<file path="src/rtl/conv1_layer1_dense_accum_pkg.sv">
// Shared constants, FSM state type and lane helper for the conv1 layer1 dense accumulator.
// Optional build macro: CONV1_DENSE_ACC_SATURATE_EN (saturating accumulator).
package conv1_layer1_dense_accum_pkg;

    localparam int LANES = 25;
    localparam int DW    = 16;
    localparam int ACC_W = 24;
    localparam int CNT_W = 8;

    typedef enum logic [1:0] {
        IDLE  = 2'd0,
        RUN   = 2'd1,
        FLUSH = 2'd2,
        HOLD  = 2'd3
    } acc_state_e;

    // Lane i of the product bus occupies bits [DW*i+DW-1 : DW*i].
    function automatic logic [DW-1:0] lane_slice(input logic [LANES*DW-1:0] bus,
                                                 input int unsigned idx);
        return bus[idx*DW +: DW];
    endfunction

endpackage

</file>
<file path="src/rtl/conv1_layer1_dense_accum_add5_reg.sv">
// Registered 5-input signed adder with hold enable; inputs are sign-extended to OW.
module conv1_dense_add5_reg #(
    parameter int IW = 16,
    parameter int OW = 24
) (
    input  logic               clk,
    input  logic               rst,
    input  logic               en,
    input  logic [4:0][IW-1:0] din,
    output logic [OW-1:0]      sum
);

    logic [OW-1:0] sum_reg;
    logic [OW-1:0] sum_next;

    always_comb begin
        sum_next = '0;
        for (int i = 0; i < 5; i++) begin
            sum_next = sum_next + OW'($signed(din[i]));
        end
    end

    always_ff @(posedge clk or negedge rst) begin
        if (!rst) begin
            sum_reg <= '0;
        end else if (en) begin
            sum_reg <= sum_next;
        end
    end

    assign sum = sum_reg;

endmodule

</file>
<file path="src/rtl/conv1_layer1_dense_accum.sv">
// Reduces 25-lane Q8.8 product vectors through a 2-stage adder tree and accumulates vec_num of them.
// Build macro CONV1_DENSE_ACC_SATURATE_EN makes the accumulator add saturate (sticky per result).
module conv1_layer1_dense_accum
    import conv1_layer1_dense_accum_pkg::*;
(
    input  logic                  clk,
    input  logic                  rst,
    input  logic                  start,
    input  logic [CNT_W-1:0]      vec_num,
    input  logic [LANES*DW-1:0]   mult_res_w,
    input  logic                  mult_res_v_w,
    output logic                  halt_out,
    output logic [ACC_W-1:0]      acc_out,
    output logic                  acc_out_v,
    input  logic                  acc_out_rdy,
    output logic                  busy,
    output logic                  drop_err
);

    acc_state_e                  state_reg;
    logic [CNT_W-1:0]            vec_num_reg;
    logic [CNT_W-1:0]            count_reg;
    logic                        flush_cnt_reg;
    logic                        v1_reg, v2_reg;
    logic [ACC_W-1:0]            acc_reg, acc_next;
    logic [ACC_W-1:0]            acc_out_reg;
    logic                        acc_out_v_reg;
    logic                        drop_err_reg;
    logic                        accept;
    logic                        tree_en;
    logic [4:0][4:0][DW-1:0]     s1_din;
    logic [4:0][ACC_W-1:0]       s1_sum;
    logic [ACC_W-1:0]            s2_sum;

    assign halt_out  = acc_out_v_reg && !acc_out_rdy;
    assign tree_en   = !halt_out;
    assign accept    = mult_res_v_w && !halt_out && (state_reg == RUN);
    assign busy      = (state_reg != IDLE);
    assign acc_out   = acc_out_reg;
    assign acc_out_v = acc_out_v_reg;
    assign drop_err  = drop_err_reg;

    genvar gi, gj;
    generate
        for (gi = 0; gi < 5; gi++) begin : g_s1
            for (gj = 0; gj < 5; gj++) begin : g_lane
                assign s1_din[gi][gj] = lane_slice(mult_res_w, gi*5 + gj);
            end
            conv1_dense_add5_reg #(.IW(DW), .OW(ACC_W)) u_s1 (
                .clk (clk),
                .rst (rst),
                .en  (tree_en),
                .din (s1_din[gi]),
                .sum (s1_sum[gi])
            );
        end
    endgenerate

    conv1_dense_add5_reg #(.IW(ACC_W), .OW(ACC_W)) u_s2 (
        .clk (clk),
        .rst (rst),
        .en  (tree_en),
        .din (s1_sum),
        .sum (s2_sum)
    );

`ifdef CONV1_DENSE_ACC_SATURATE_EN
    localparam logic [ACC_W-1:0] SAT_MAX = {1'b0, {(ACC_W-1){1'b1}}};
    localparam logic [ACC_W-1:0] SAT_MIN = {1'b1, {(ACC_W-1){1'b0}}};
    logic             sat_reg, sat_next;
    logic [ACC_W:0]   sum_ext;

    // Once clamped, the result stays at the bound until the next start.
    always_comb begin
        acc_next = acc_reg;
        sat_next = sat_reg;
        sum_ext  = {acc_reg[ACC_W-1], acc_reg} + {s2_sum[ACC_W-1], s2_sum};
        if (v2_reg && !sat_reg) begin
            if (sum_ext[ACC_W] != sum_ext[ACC_W-1]) begin
                sat_next = 1'b1;
                acc_next = sum_ext[ACC_W] ? SAT_MIN : SAT_MAX;
            end else begin
                acc_next = sum_ext[ACC_W-1:0];
            end
        end
    end

    always_ff @(posedge clk or negedge rst) begin
        if (!rst) begin
            sat_reg <= 1'b0;
        end else if (state_reg == IDLE && start && vec_num != '0) begin
            sat_reg <= 1'b0;
        end else if (tree_en) begin
            sat_reg <= sat_next;
        end
    end
`else
    always_comb begin
        acc_next = acc_reg;
        if (v2_reg) begin
            acc_next = acc_reg + s2_sum;
        end
    end
`endif

    always_ff @(posedge clk or negedge rst) begin
        if (!rst) begin
            state_reg     <= IDLE;
            vec_num_reg   <= '0;
            count_reg     <= '0;
            flush_cnt_reg <= 1'b0;
            v1_reg        <= 1'b0;
            v2_reg        <= 1'b0;
            acc_reg       <= '0;
            acc_out_reg   <= '0;
            acc_out_v_reg <= 1'b0;
            drop_err_reg  <= 1'b0;
        end else begin
            drop_err_reg <= mult_res_v_w && (state_reg != RUN);
            if (tree_en) begin
                v1_reg  <= accept;
                v2_reg  <= v1_reg;
                acc_reg <= acc_next;
            end
            case (state_reg)
                IDLE: begin
                    if (start && vec_num != '0) begin
                        vec_num_reg <= vec_num;
                        count_reg   <= '0;
                        acc_reg     <= '0;
                        state_reg   <= RUN;
                    end
                end
                RUN: begin
                    if (accept) begin
                        count_reg <= count_reg + CNT_W'(1);
                        if (count_reg + CNT_W'(1) == vec_num_reg) begin
                            flush_cnt_reg <= 1'b0;
                            state_reg     <= FLUSH;
                        end
                    end
                end
                FLUSH: begin
                    // Last vector leaves S2 on this edge, so publish the post-add value.
                    flush_cnt_reg <= 1'b1;
                    if (flush_cnt_reg) begin
                        acc_out_reg   <= acc_next;
                        acc_out_v_reg <= 1'b1;
                        state_reg     <= HOLD;
                    end
                end
                HOLD: begin
                    if (acc_out_rdy) begin
                        acc_out_v_reg <= 1'b0;
                        state_reg     <= IDLE;
                    end
                end
                default: state_reg <= IDLE;
            endcase
        end
    end

endmodule

</file>
<file path="config.mk">
export PLATFORM = sky130hd
export DESIGN_NAME = conv1_layer1_dense_accum
export DESIGN_NICKNAME = d
export VERILOG_FILES = /design/src/rtl/conv1_layer1_dense_accum_pkg.sv /design/src/rtl/conv1_layer1_dense_accum_add5_reg.sv /design/src/rtl/conv1_layer1_dense_accum.sv
export SDC_FILE = /design/constraint.sdc
export NUM_CORES = 1
export LEC_CHECK = 0
export CAP_MARGIN = 20
export CORE_MARGIN = 3
export CORE_UTILIZATION = 31
export CTS_CLUSTER_DIAMETER = 80
export DETAILED_ROUTE_END_ITERATION = 8
export PLACE_DENSITY = 0.5
export SETUP_SLACK_MARGIN = 0.2
export SLEW_MARGIN = 20
export SYNTH_ARGS = -nofsm -noshare
export SYNTH_HDL_FRONTEND = slang
export SYNTH_SLANG_ARGS = --single-unit
</file>
<file path="constraint.sdc">
create_clock -name clk -period 4 [get_ports clk]
set_input_delay 0.4 -clock clk [delete_from_list [all_inputs] [get_ports clk]]
set_output_delay 0.4 -clock clk [all_outputs]
set_load 0.005 [all_outputs]
</file>
# --- Word-level counts from Yosys, hierarchy flattened ---
# Cells that the tools add are included.
op_classes:
  addsub: 26
  muxes: 19
  eq_ne: 10
  n_reduce_logical: 19
op_table:
  columns: ["op", "count"]
  rows:
  - ["adder 24 bit", 20]
  - ["two-way mux 24 bit", 4]
  - ["adder 16 x 16 -> 17 bit", 5]
  - ["two-way mux 8 bit", 2]
  - ["one-hot mux 8 bit (2 select lines)", 1]
  - ["two-way mux 2 bit", 5]
  - ["AND reduction 3 bit", 3]
  - ["adder 8 x 1 -> 8 bit, second input constant", 1]
  - ["equality test 8 bit", 1]
  - ["!= test 2 bit, second input constant", 4]
  - ["one-hot mux 2 bit (4 select lines)", 1]
  - ["nonzero test 2 bit", 4]
  - ["nonzero test 8 bit", 1]
  - ["logical AND 1 bit", 5]
  - ["AND reduction 5 bit", 1]
  - ["equality test 2 bit, second input constant", 2]
  - ["two-way mux 1 bit", 4]
  - ["!= test 2 x 1 -> 1 bit, second input constant", 2]
  - ["one-hot mux 1 bit (2 select lines)", 2]
  - ["AND reduction 2 bit", 2]
  - ["equality test 2 x 1 -> 1 bit, second input constant", 1]
  - ["zero test 1 bit", 2]
  - ["zero test 2 bit", 1]
totals:
  input_bits: 413
  output_inout_bits: 28
  wordCells: 90
  register_bits: 215

# --- Depth between registers and ports, before layout ---
logic_depth:
  word_depth: 7
  mapped_depth: 23
  depth_no_buf: 23

# --- Modules after synthesis ---
# From an unflattened synthesis, not the netlist that was laid out.
unflattened:
  cells_unflattened: 2904
  area_unflattened_um2: 25071.5
by_module_without_submodules:
  columns: ["mod", "instances", "area_each_um2", "cells_per_inst", "seq_area_each_um2"]
  rows:
  - ["conv1_dense_add5_reg at g_s1[0].u_s1 ...", 3, 3201.8, 368, 500.5]
  - ["conv1_layer1_dense_accum", 1, 4774.6, 548, 1776.7]
  - ["conv1_dense_add5_reg at u_s2", 1, 4324.1, 513, 600.6]
  - ["conv1_dense_add5_reg at g_s1[3].u_s1", 1, 3209.3, 375, 500.5]
  - ["conv1_dense_add5_reg at g_s1[4].u_s1", 1, 3158.0, 364, 500.5]

# --- Worst setup path after synthesis ---
# Ideal clock, no wire load.
synth_timing:
  kind: "input to register"
  start: "input port mult_res_w[240]"
  end: "register g_s1[3].u_s1.sum_reg[16]"
  setup_time_ps: 126
  stages: 21
  t_arrival_ps: 4332
  path_buffers: 0
  required_time_ps: 3874
  slack_ps: -458
  cell_sequence: "ha_1 > inv_1 > fa_1 > nor2b_1 > o21ai_0 > a21boi_0 > o21ai_0 > a21oi_1 > and2_1 > o21ai_0 > nor2b_1 > xnor2_1 > fa_1 > ha_1 > a21o_1 > a21o_1 > a31o_2 > a21oi_1 > nor3_1 > a31o_2 > o32a_1"
synth_between:
  elab_chain_cells: 4
synth_lines:
  columns: ["item", "line", "rtl"]
  rows:
  - ["start: declaration", "conv1_layer1_dense_accum.sv:10", "input logic [LANES*DW-1:0] mult_res_w,"]
  - ["adder 16 x 16 -> 17 bit", "conv1_layer1_dense_accum_add5_reg.sv:19", "sum_next = sum_next + OW'($signed(din[i]));"]
  - ["adder 24 bit (3 in a row)", "conv1_layer1_dense_accum_add5_reg.sv:19", null]
  - ["end signal: assignment", "conv1_layer1_dense_accum_add5_reg.sv:27", "sum_reg <= sum_next;"]
  - ["end: declaration", "conv1_layer1_dense_accum_add5_reg.sv:13", "logic [OW-1:0] sum_reg;"]
# Every way passes these cells.
# A chain may end at the register's enable or synchronous reset.

# --- Final worst setup path ---
layout_timing:
  start: "register g_s1[2].u_s1.sum_reg[1]"
  end: "register u_s2.sum_reg[19] (netlist: u_s2.sum[19])"
layout_between:
  elab_chain_cells: 3
layout_lines:
  columns: ["item", "line"]
  rows:
  - ["start: declaration", "conv1_layer1_dense_accum_add5_reg.sv:13"]
  - ["start signal: assignment", "conv1_layer1_dense_accum_add5_reg.sv:27"]
  - ["adder 24 bit (3 in a row)", "conv1_layer1_dense_accum_add5_reg.sv:19"]
  - ["end signal: assignment", "conv1_layer1_dense_accum_add5_reg.sv:27"]
  - ["end: declaration", "conv1_layer1_dense_accum_add5_reg.sv:13"]
# Every way passes these cells.

==> reports/qor.csv <==
stage,metric,value,unit
outcome,outcome,"complete, but fails checks",
outcome,failing checks,setup timing,
synth,Syn Std Cell Area,22800,µm²
synth,post-synthesis xor/xnor area fraction,0.0679,
cells_and_area,number of flip-flops in the largest register,120,
setup_path,"Largest stage delay, worst path",0.56,ns
synth,Post-synth EDFFs,0,
setup_path,crit start category,flop,
cells_and_area,most frequent cells in the layout,"clkdlybuf4s50_1, buf_4, inv_1, nand2_1, fa_1",
global_routing,vias in the first global route,21100,
flow_run,MaxCap Viol Count,0,
floorplan,core area,72200,µm²
route,1st-iter DRT viols,969,
cts,H-Tree Depth,1,
synth,post-synth net total,3378,
route,router iterations before antenna repair,5,
synth,Most used DFF post-synth,dfrtp_1,
place,dpl cells,4152,
setup_path,Setup crit end kind,flop,
global_routing,largest net degree at the start of global routing,141,
sta,fin crit share,1.10,
global_routing,initial antenna violation count,0,
synth,Synth Area in Adders,0.332,
route,WL/cell,16.5,µm
cells_and_area,ant diodes,0,
synth,Netlist cell types,75,
hold_path,Hold/Removal Path Class,in2reg,
sta,Max Freq,227,MHz
cells_and_area,share of cells above drive strength 1,0.232,
cells_and_area,Area Growth Syn to Fin,49.2,%
cts,clock slew at reported path FFs,0.06,ns
floorplan,die width,277,µm
place,GP Congestion,0.875,
setup_path,WP data arrival,4.80,ns
synth,Syn Area/Cell,9.12,µm²
floorplan,Initial Util,0.316,
synth,Mapped Cells,2503,
global_routing,first-pass GRT wire length,111000,µm
synth,complex-gate fraction of the synthesized area,0.169,
setup_path,critical setup path kind,reg2reg,
cts,clk root buf,clkbuf_16,
global_routing,total gr overflow,0,
cts,clock sink count,215,
setup_path,Worst EP required,4.39,ns
place,DP Wirelength,58800,µm
setup_path,worst-path maximum fanout,3,
place,Port Buffer Count,440,
sta,endpoints failing setup,7,
cells_and_area,final net count,4164,
cts,"Clk Latency, worst-skew pair",0.54,ns
synth,proportion of synthesized area in mux cells,0.00937,
cells_and_area,fin cells,4258,
route,post-route ant nets,0,
floorplan,Ports,441,
sta,Final min period,4.40,ns
synth,asr flop ratio synth,1.00,
synth,Synth Register Bits,215,
floorplan,Row Count,98,
sta,"Slew Viols, Final",0,
cells_and_area,"commonest non-fill, non-tap cell in the layout",clkdlybuf4s50_1,
synth,largest family of logic cells by synthesized area,adder cells,
cts,clock buffer depth,3,
route,via count,20000,
sta,final hold vios,0,
cts,cts bufs inserted,26,
route,Total Wirelength,70200,µm
floorplan,DIE HEIGHT,277,µm
sta,unrepaired setup endpoints after global routing,true,
setup_path,worst path cell trace,"inv_2, fa_1, fa_2, fa_1, inv_1, ha_4, fa_2, a211o_1, a211o_1, a2111oi_4, o21ai_2, a31oi_1, o21a_2, buf_4, xor2_2, a21oi_1",
synth,Yosys warning count,0,
route,via-per-instance ratio,4.69,
cts,CTS tree,yes,
global_routing,GRT Util Overall,0.177,
sta,Slew @ Worst Pin,0.982,ns
sta,worst clock skew,0.0156,ns
sta,Rel. slew slack,0.345,
floorplan,die area,76900,µm²
synth,simple-gate share of the synthesized area,0.127,
synth,sequential area share after synthesis,0.236,
setup_path,slowest CP cell,fa_1,
route,drt drc,0,
sta,Final WS setup,-0.401,ns
==> stage by stage <==
stage	TNS, ns	setup WS [ns]	util	hold WS [ns]	area (µm²)
6_report	-1.93	-0.401	0.471	0.335	34000
5_1_grt	-3.39	-0.546	0.471	0.338	34000
4_1_cts	-1.86	-0.395	0.454	0.322	32800
3_5_place_dp	-50.82	-0.869	0.430	0.466	31100
3_3_place_gp	-47.87	-0.789	0.430	0.463	31100
2_1_floorplan	-0.383	-0.125	-	0.104	23300
==> cells by family (layout without fill, tap and decap cells) <==
| family | after synthesis | count (layout) |
|---|---|---|
| AO/OA/AOI/OAI | 626 | 626 |
| XOR/XNOR | 177 | 177 |
| adder cells (fa/ha/maj) | 462 | 462 |
| buffers and inverters | 359 | 1164 |
| flip-flops | 215 | 215 |
| multiplexers | 21 | 21 |
| AND/OR/NAND/NOR | 643 | 643 |
==> worst paths after layout <==
| path | start | endpoint | slack [ns] | cells after the start |
|---|---|---|---|---|
| max | g_s1[2].u_s1.sum[1]$_DFFE_PN0N_ | u_s2.sum[19]$_DFFE_PN0N_ | -0.40 | 16 |
| min | mult_res_w[320] | g_s1[4].u_s1.sum[0]$_DFFE_PN0N_ | 0.34 | 5 |
| max reg2reg | g_s1[2].u_s1.sum[1]$_DFFE_PN0N_ | u_s2.sum[19]$_DFFE_PN0N_ | -0.40 | 16 |
| min reg2reg | g_s1[3].u_s1.sum[19]$_DFFE_PN0N_ | g_s1[3].u_s1.sum[19]$_DFFE_PN0N_ | 0.47 | 1 |
| max in group asynchronous | rst | g_s1[1].u_s1.sum[7]$_DFFE_PN0N_ | 2.29 | 3 |
| min in group asynchronous | rst | count_reg[4]$_DFFE_PN0P_ | 0.53 | 2 |
==> worst max-delay path: cells and delay by family (launching register included) <==
family	cells	cell delay, ns
fa+ha+maj	5	2.04
buf+inv	3	0.25
xor+xnor	1	0.15
compound gates	7	1.50
flops	1	0.34
==> routing by layer <==
metal | share of wire | GRT usage | vias to the layer above
met4 | 0.013 | 0.0225 | 0
met5 | 0 | 0 | -
met1 | 0.44 | 0.233 | 9630
li1 | - | - | 10000
met3 | 0.022 | 0.0144 | 63
met2 | 0.52 | 0.324 | 292
==> layout make-up <==
type,instances,area [µm²]
well taps,950,1190
clock inverters,10,150
repair buffers,809,7260
multi-input cells,1929,18100
clock buffers,37,773
inverters,308,1160
fillers,6860,38200
flip-flops and latches,215,5380
==> cell usage after synthesis, drive strengths merged, types with 6 or more instances <==
| cell type | count | area, µm² |
|---|---|---|
| ha | 223 | 2790 |
| o21ai | 164 | 828 |
| buf | 9 | 35.0 |
| a21boi | 8 | 60.1 |
| a21o | 60 | 450 |
| a211oi | 18 | 135 |
| dfrtp | 215 | 5380 |
| inv | 308 | 1160 |
| or2 | 6 | 37.5 |
| and2 | 8 | 50.1 |
| xnor2 | 115 | 1010 |
| nand4 | 13 | 87.6 |
| a31o | 10 | 87.6 |
| mux2i | 18 | 180 |
| nor2 | 202 | 758 |
| o211ai | 7 | 52.6 |
| fa | 239 | 4780 |
| nand2b | 30 | 188 |
| nor3b | 8 | 60.1 |
| or3 | 11 | 68.8 |
| and3 | 9 | 56.3 |
| o21bai | 25 | 188 |
| o21a | 27 | 203 |
| nand3 | 31 | 155 |
| nand2 | 234 | 878 |
| a31oi | 18 | 113 |
| nor3 | 36 | 180 |
| xor2 | 62 | 543 |
| clkbuf | 42 | 158 |
| nor2b | 34 | 213 |
| a211o | 7 | 61.3 |
| a21oi | 210 | 1060 |
| o31ai | 24 | 180 |
| nor4 | 6 | 37.5 |
==> what timing repair did <==
item / CTS / global route
resized for setup: 226 / 241
endpoints found under the hold margin: 8 / 0
endpoints found under the setup margin: 83 / 76
setup buffers: 27 / 31
pin swaps: 159 / 162
gates cloned: 0 / 0
hold buffers: 1 / 0
Power is left out: the tool's default activity adds up to more than one toggle a clock period on the data nets, which glitch-free logic cannot reach.
